<file path="config.mk">
export PLATFORM = sky130hd
export DESIGN_NAME = axi2spi
export DESIGN_NICKNAME = d
export VERILOG_FILES = /design/src/rtl/axi2spi.sv
export SDC_FILE = /design/constraint.sdc
export NUM_CORES = 1
export LEC_CHECK = 0
export CAP_MARGIN = 40
export CORE_UTILIZATION = 45
export DETAILED_ROUTE_END_ITERATION = 16
export PLACE_DENSITY = 0.73
export SLEW_MARGIN = 20
export SYNTH_ARGS = -nofsm -noshare
export SYNTH_HDL_FRONTEND = slang
export SYNTH_SLANG_ARGS = --single-unit
</file>
<file path="constraint.sdc">
create_clock -name axi_clk -period 2.15 [get_ports axi_clk]
set_clock_uncertainty 0.15 [all_clocks]
set_input_delay 0.43 -clock axi_clk [delete_from_list [all_inputs] [get_ports axi_clk]]
set_output_delay 0.43 -clock axi_clk [all_outputs]
set_load 0.01 [all_outputs]
</file>
<file path="src/rtl/axi2spi.sv">
// rtl/axi2spi.sv - AXI4-Lite slave to SPI master bridge, one 88-bit frame per access
module axi2spi #(
    parameter int CLK_DIV = 4
) (
    input  logic        axi_clk,
    input  logic        axi_rstn,
    input  logic        axi_awvalid,
    output logic        axi_awready,
    input  logic [31:0] axi_awaddr,
    input  logic [2:0]  axi_awprot,
    input  logic        axi_wvalid,
    output logic        axi_wready,
    input  logic [31:0] axi_wdata,
    input  logic [3:0]  axi_wstrb,
    output logic        axi_bvalid,
    input  logic        axi_bready,
    output logic [1:0]  axi_bresp,
    input  logic        axi_arvalid,
    output logic        axi_arready,
    input  logic [31:0] axi_araddr,
    input  logic [2:0]  axi_arprot,
    output logic        axi_rvalid,
    input  logic        axi_rready,
    output logic [31:0] axi_rdata,
    output logic [1:0]  axi_rresp,
    output logic        spi_sck,
    output logic        spi_ss,
    output logic        spi_mosi,
    input  logic        spi_miso
);

    typedef enum logic [3:0] {
        IDLE, SETUP, CMD, ADDR, WDATA, DUMM, RDATA, STAT, HOLD, GAP, RESP
    } state_t;

    localparam logic [8:0] HALF_LAST = 9'(CLK_DIV - 1);
    localparam logic [8:0] GAP_LAST  = 9'(2 * CLK_DIV - 1);

    state_t      state, state_nx;
    logic [8:0]  cnt;
    logic        sck_hi;
    logic [5:0]  bit_cnt;
    logic [71:0] tx_sh;
    logic [31:0] rx_data;
    logic [7:0]  stat;
    logic        is_read;
    logic        run;

    logic        wr_acc, rd_acc, bit_state, half_end, bit_end, seg_end, resp_done;
    logic [5:0]  seg_last;
    logic        unused_inputs;

    assign unused_inputs = ^{axi_awprot, axi_wstrb, axi_arprot};

    always_comb begin
        state_nx  = state;
        seg_last  = 6'd7;
        wr_acc    = (state == IDLE) && run && axi_awvalid && axi_wvalid;
        rd_acc    = (state == IDLE) && run && !(axi_awvalid && axi_wvalid) && axi_arvalid;
        bit_state = state inside {CMD, ADDR, WDATA, DUMM, RDATA, STAT};
        half_end  = (cnt == HALF_LAST);
        if (state inside {ADDR, WDATA, RDATA})
            seg_last = 6'd31;
        bit_end   = bit_state && sck_hi && half_end;
        seg_end   = bit_end && (bit_cnt == seg_last);
        resp_done = (state == RESP) && (is_read ? axi_rready : axi_bready);
        case (state)
            IDLE:    if (wr_acc || rd_acc) state_nx = SETUP;
            SETUP:   if (half_end) state_nx = CMD;
            CMD:     if (seg_end) state_nx = ADDR;
            ADDR:    if (seg_end) state_nx = is_read ? DUMM : WDATA;
            WDATA:   if (seg_end) state_nx = DUMM;
            DUMM:    if (seg_end) state_nx = is_read ? RDATA : STAT;
            RDATA:   if (seg_end) state_nx = STAT;
            STAT:    if (seg_end) state_nx = HOLD;
            HOLD:    if (half_end) state_nx = GAP;
            GAP:     if (cnt == GAP_LAST) state_nx = RESP;
            RESP:    if (resp_done) state_nx = IDLE;
            default: state_nx = IDLE;
        endcase
    end

    always_ff @(posedge axi_clk or negedge axi_rstn) begin
        if (!axi_rstn) begin
            state   <= IDLE;
            cnt     <= '0;
            sck_hi  <= 1'b0;
            bit_cnt <= '0;
            tx_sh   <= '0;
            rx_data <= '0;
            stat    <= '0;
            is_read <= 1'b0;
            run     <= 1'b0;
        end else begin
            run   <= 1'b1;
            state <= state_nx;
            if (wr_acc || rd_acc) begin
                is_read <= rd_acc;
                tx_sh   <= wr_acc ? {8'h00, axi_awaddr, axi_wdata} : {8'h01, axi_araddr, 32'h0};
            end
            if (state == IDLE || state == RESP)
                cnt <= '0;
            else if ((state == GAP) ? (cnt == GAP_LAST) : half_end)
                cnt <= '0;
            else
                cnt <= cnt + 9'd1;
            if (bit_state && half_end)
                sck_hi <= !sck_hi;
            // One bit cell ends on the last high-phase cycle: sample MISO, advance MOSI.
            if (bit_end) begin
                tx_sh   <= {tx_sh[70:0], 1'b0};
                bit_cnt <= seg_end ? 6'd0 : bit_cnt + 6'd1;
                if (state == RDATA)
                    rx_data <= {rx_data[30:0], spi_miso};
                if (state == STAT)
                    stat <= {stat[6:0], spi_miso};
            end
        end
    end

    assign axi_awready = wr_acc;
    assign axi_wready  = wr_acc;
    assign axi_arready = rd_acc;
    assign axi_bvalid  = (state == RESP) && !is_read;
    assign axi_rvalid  = (state == RESP) && is_read;
    assign axi_bresp   = stat[1:0];
    assign axi_rresp   = stat[1:0];
    assign axi_rdata   = rx_data;
    assign spi_ss      = state inside {IDLE, GAP, RESP};
    assign spi_sck     = bit_state && sck_hi;
    assign spi_mosi    = (state inside {CMD, ADDR, WDATA}) && tx_sh[71];

endmodule

</file>
==> results.ini, run 1 <==
[status]
outcome = complete, but fails checks
violations = hold timing, setup timing

[detailed_routing]
via_count = 5346
first_pass_iters = 5
routed_wl_um = 17800
vias_per_cell = 5.52
drc = 0
drt_iter0_drc = 387
wire_per_inst_um = 18.4
ant_nets = 0

[die]
core_sq_mm = 0.0133
boundaryPins = 158
dieArea_sq_mm = 0.0142
die_h_um = 119
row_count = 42
die_w_um = 119
start_util_pct = 46.3

[synthesis]
yosys.area.top_type = dfrtp_1
syn_nets = 691
ys_types = 54
yosys-top-cells-count = dfrtp_1, nand2_1, a21oi_1, nor2_1, mux2_2
synth_seq_cells = 128
syn_area_per_cell_sq_um = 10.7
synth-async-reset-ratio_pct = 100
synth_area_leaders = dfrtp_1, mux2_2, mux2i_1
yosysMostFrequentCell = dfrtp_1
seq_area_frac_synth_pct = 52.0
yosys_warnings = 0
netlist_area_sq_mm = 0.00616
netlist.area_leader.share_pct = 52.0
synthesis.instances = 575
synth-edff-count = 0
synth_top_flop_cell = dfrtp_1

[cells_and_area]
finalNetCount = 896
drive_gt1_share_pct = 25.7
synthToLayoutAreaGrowth_pct = 54.9
antennaDiodeCount = 0
instances_no_fill = 969

[timing]
fin_crit_sh_pct = 105
max_freq_ghz = 0.442
slew_violations = 0
rsz0062_at_grt = yes
slew_headroom_pct = 55.9
worst_slew_pin_slew_ns = 0.662
setup_viol = 34
min_period_ns = 2.26
hold_viol = 20
setup_ws_ns = -0.114
whs_ns = -0.0220

[power]
power_frac_comb_pct = 4.9
finalPower_uw = 5960
power_density_mw_per_mm2 = 625
power_switching_uw = 1200
leakagePower_uw = 0.00437
clockPowerShare_pct = 54.6
vdd_ir_drop_max_uv = 574
swShare_pct = 20.1
seq_power_share_pct = 40.5
p_int_uw = 4760

[run]
maxCapViolations = 0

[clock_network]
clockBufferDepth = 2
ctsHoldBuffers = 0
clock-sinks = 128
root_buffer = clkbuf_16
clock_latency_ns = 0.41
path_clk_slew_ns = 0.06
tritoncts = done
numCtsBuffers = 17
htreeDepth = 4

[placed_design]
port_buffers = 147
pre_cts_slack_ns = -0.366
dp_hpwl_um = 10100
gp_congestion = 0.820
dp_cells = 903

[worst_hold_path]
min_path_type = input port to async pin

[grt]
antenna_found_initial = 0
grt_pass1_wl_um = 25900
grtUsageTotal_pct = 23.2
grt_pass1_vias = 5230
grt_max_degree = 129
overflow = 0

[critical_path]
r2r_slack_ns = -0.07
timing.rr.end = state[0]
worstReg2RegStart = state[2]
path_class = flop to output port
cp_max_fo = 3
r2r_cells = 6
crit_arrival_ns = 1.68
cp-start-kind = flop
end_kind = output port
cp.required_ns = 1.57

## state kept, by name (all words and copies together), names as in the netlist
register / flops
cnt: 9
tx_sh: 72
axi_rdata: 32
sck_hi: 1
state: 4
is_read: 1
bit_cnt: 6
run: 1
stat: 2
## stage by stage
stage	instance area, sq um	TNS [ns]	utilization (%)
after floorplan	6170	0	-
after global placement	8040	-11.74	60.5
after detailed placement	8040	-15.88	60.5
after CTS	8960	-0.423	67.4
after global routing	9530	-5.47	71.7
final	9530	-1.24	71.7
## power groups by stage
stage	clock network, uW	logic [uW]	registers (uW)
after floorplan	0	22.4	2460
after global placement	0	276	2460
after detailed placement	0	281	2460
after CTS	3280	284	2410
after global routing	3400	313	2410
final	3250	292	2410
## what timing repair did
| action | in CTS | in global routing |
|---|---|---|
| resized for setup | 63 | 79 |
| setup buffers | 12 | 15 |
| cloned | 4 | 6 |
| pin swaps | 9 | 28 |
| endpoints found under the setup margin | 100 | 98 |
## cell usage in the layout (no fill, tap or decap), types with 5 or more instances in the layout
master           count
nand2_1             53
nor2_1              46
buf_6               12
buf_4               51
buf_12               9
a21o_1              22
a21oi_2              5
inv_1                5
dfrtp_1            127
a22o_1               9
nor3_1              10
xor2_1               6
xnor2_1              8
a22oi_1             15
o21ai_0             28
buf_2                8
bufinv_16            5
nand3_1              5
o22ai_1             14
mux2_4              33
a21oi_1             47
clkbuf_16           22
mux2i_1             25
clkdlybuf4s50_1    138
## metal layers
| metal | vias up | wire (um) | share of wire, % | global-route usage, % |
|---|---|---|---|---|
| li1 | 2467 | - | - | - |
| met1 | 2646 | 7310 | 41 | 28.9 |
| met2 | 209 | 9110 | 51 | 38.7 |
| met3 | 24 | 1050 | 5.9 | 5.84 |
| met4 | 0 | 333 | 1.9 | 9.10 |
| met5 | - | 0 | 0 | 0 |
## worst max-delay path by stage
stage | startpoint | end | slack, ns | cells past startpoint
2_1_floorplan | state[3] | axi_wready | 0.02 | 7
3_3_place_gp | axi_wvalid | axi_awready | -0.28 | 3
3_5_place_dp | axi_awvalid | tx_sh[55] | -0.37 | 7
4_1_cts | state[2] | axi_arready | -0.12 | 5
5_1_grt | state[2] | axi_arready | -0.22 | 5
6_report | state[2] | axi_arready | -0.11 | 5
## layout make-up
class,count,area (sq um)
Clock buffer,20,467
Clock inverter,12,203
Fill cell,888,3760
Inverter,5,18.8
Multi-Input combinational cell,399,3050
Sequential cell,128,3200
Tap cell,176,220
Timing Repair Buffer,229,2370
## worst max-delay path, stage by stage, from the launching register on
cell and delay (ns):
dfrtp_1 0.42, nor4_4 0.33, buf_4 0.16, nand3_2 0.07, a21oi_2 0.14, buf_2 0.15
## cells by family (layout without fill, tap and decap cells)
family                   count (synthesis)  after routing  synth area share, %
multiplexers                            68             68                 11.8
AO/OA/AOI/OAI                          156            156                 16.4
adder cells (fa/ha/maj)                  2              2                0.406
other                                    1              1               0.0609
buffers and inverters                   48            266                 4.47
XOR/XNOR                                14             14                 1.99
flip-flops                             128            128                 52.0
AND/OR/NAND/NOR                        158            158                 12.9
No activity file was read; power rests on OpenSTA's default activity.
==> run 2: changes to the inputs <==
Settings changed: CAP_MARGIN 40 to not set, CORE_UTILIZATION 45 to 49, PLACE_DENSITY 0.73 to 0.76.
Clock period 2.15 ns to 2.18 ns, I/O delays scaled along.
==> run 2 against run 1 <==
  * Flip-flop and latch count did not move
  * Setup slack worse by 0.17 ns
  * The flow finishes with violations (setup timing)
  * Highest routed layer unchanged
  * Via count up 6.1%
==> results.ini, run 2 (same netlist as run 1, synthesis figures left out) <==
[status]
outcome = complete, but fails checks
violations = setup timing

[timing]
rsz0062_at_grt = yes
setup_ws_ns = -0.284  ; -0.170 ns
hold_viol = 0  ; -100%
max_freq_ghz = 0.406
slew_violations = 0  ; unchanged
setup_viol = 80  ; +140%
fin_crit_sh_pct = 113
whs_ns = 0.320  ; +0.342 ns
min_period_ns = 2.46
tns_ns = -8.73  ; -7.48 ns

[cells_and_area]
synthToLayoutAreaGrowth_pct = 61.3
final_common_cell = clkdlybuf4s50_1
multi_input_area_sq_mm = 0.00321  ; +5.3%
finalNetCount = 915  ; +2.1%
ff_latch_area_sq_mm = 0.00320  ; unchanged
final_area_sq_mm = 0.00993  ; +4.2%
regMostFlops = tx_sh
num-fill-cells = 654  ; -26%
drive_gt1_share_pct = 31.2  ; +5.4 points
largest_reg_flops = 72  ; unchanged
antennaDiodeCount = 0  ; unchanged
final_cell_mix = clkdlybuf4s50_1, dfrtp_1, nand2_1, buf_4, nor2_1

[placed_design]
gp_congestion = 0.849  ; +3.5%
pre_cts_slack_ns = -0.291  ; +0.0746 ns
dp_hpwl_um = 10500  ; +3.7%
dpl_cell_area_sq_mm = 0.00804  ; about the same
port_buffers = 147  ; unchanged

[critical_path]
critPathTopFamily = buffers and inverters
critPathSlowestCell = dfrtp_1
cp_max_fo = 8  ; +5
path_cells = nor4_4 > buf_4 > and4_4 > buf_6 > buf_8 > buf_12 > buf_12 > mux2i_1 > a21oi_1 > a21o_1
cp.buffers_inverters = 5  ; +3
cp.required_ns = 2.34  ; +0.77 ns
cp-start-kind = flop
slowest_delay_ns = 0.42  ; about the same
worstReg2RegStart = state[0]
r2r_slack_ns = -0.28  ; -0.21 ns
crit_path_frequent_cell = buf_12
end_kind = flop
path_class = flop to flop
timing.rr.end = tx_sh[62]
r2r_cells = 10  ; +4
crit_arrival_ns = 2.62  ; +0.94 ns

[die]
die_w_um = 114  ; -4.1%
die_h_um = 114  ; -4.1%
start_util_pct = 50.8  ; +4.5 points
row_count = 40  ; -4.8%
boundaryPins = 158  ; unchanged
core_sq_mm = 0.0121  ; -8.9%
dieArea_sq_mm = 0.0130  ; -8.0%

[clock_network]
root_buffer = clkbuf_16
clock-sinks = 128  ; unchanged
clock_latency_ns = 0.42  ; about the same
tritoncts = done
path_clk_slew_ns = 0.06  ; about the same
clockBufferDepth = 2  ; unchanged
htreeDepth = 4  ; unchanged
numCtsBuffers = 17  ; unchanged

[grt]
grt_pass1_wl_um = 28700  ; +11%
grt_pass1_vias = 5616  ; +7.4%
overflow = 0  ; unchanged
antenna_found_initial = 0  ; unchanged
grtUsageTotal_pct = 28.7  ; +5.5 points
grt_max_degree = 68  ; -47%

[detailed_routing]
wire_per_inst_um = 20.6  ; +12%
drt_iter0_drc = 486  ; +26%
vias_per_cell = 5.79  ; +4.9%
drc = 0  ; unchanged
routed_wl_um = 20100  ; +13%
via_count = 5670  ; +6.1%
ant_nets = 0  ; unchanged
first_pass_iters = 6  ; +1

[power]
vdd_ir_drop_max_uv = 644  ; +12%
finalPower_uw = 5730  ; -3.8%
power_density_mw_per_mm2 = 577  ; -7.6%
leakagePower_uw = 0.00452  ; +3.2%

[worst_hold_path]
min_path_type = flop to flop
worst_hold_startpoint = tx_sh[19]
min_delay_path_depth = 2
hold_end = tx_sh[19]

[run]
maxCapViolations = 0  ; unchanged

-- run 2: cell types whose count changed in the layout (fill, tap and decap cells not counted), sizes merged --
| cell | before | now |
|---|---|---|
| buf | 86 | 105 |
| dlygate4sd3 | 0 | 1 |
| inv | 7 | 6 |
| clkbuf | 25 | 27 |
| bufinv | 5 | 3 |
-- run 2: worst max-delay path by stage --
stage	startpoint	endpoint	slack (ns)	cells after the start
after floorplan	cnt[0]	axi_rdata[10]	0.02	7
after global placement	axi_wvalid	axi_wready	-0.28	3
after detailed placement	axi_wvalid	axi_awready	-0.29	3
after CTS	state[2]	axi_arready	-0.17	6
after global routing	state[0]	tx_sh[47]	-0.35	10
final	state[0]	tx_sh[62]	-0.28	10
-- run 2: layout make-up --
cell class / count / share of cell area [%]
Clock buffer: 23 / 5.12
Clock inverter: 9 / 1.27
Inverter: 5 / 0.189
Multi-Input combinational cell: 399 / 32.3
Sequential cell: 128 / 32.3
Tap cell: 168 / 2.12
Timing Repair Buffer: 248 / 26.7
-- run 2: power breakdown --
group | leakage, uW | internal, uW | switching (uW)
clock network | 0.000315 | 1980 | 1060
logic | 0.00250 | 198 | 111
registers | 0.00170 | 2380 | 2.30
total | 0.00452 | 4550 | 1180
-- run 2: worst register-to-register path: stages, from the launching register on --
cell	delay, ns
dfrtp_1	0.42
nor4_4	0.35
buf_4	0.17
and4_4	0.24
buf_6	0.15
buf_8	0.14
buf_12	0.11
buf_12	0.11
mux2i_1	0.26
a21oi_1	0.10
a21o_1	0.16
-- run 2: timing repair --
| action | in CTS | in global routing |
|---|---|---|
| resized for setup | 98 | 106 |
| pin swaps | 27 | 46 |
| gates cloned | 2 | 6 |
| hold buffers | 1 | 0 |
| endpoints found under the hold margin | 128 | 0 |
| endpoints found under the setup margin | 70 | 130 |
| buffers inserted | 34 | 17 |
-- run 2: stage by stage --
stage               std cells  util, %
floorplan                 575        -
global placement          895     66.4
detailed placement        895     66.4
CTS                       963     76.4
global route              980     82.0
finish                    980     82.0
-- run 2: per-layer routing --
metal / vias to the layer above / global-route usage (%) / wire length, um
met5: - / 0 / 0
met4: 0 / 13.0 / 632
met3: 54 / 8.21 / 1400
met2: 260 / 48.2 / 10300
met1: 2849 / 34.5 / 7780
li1: 2507 / - / -
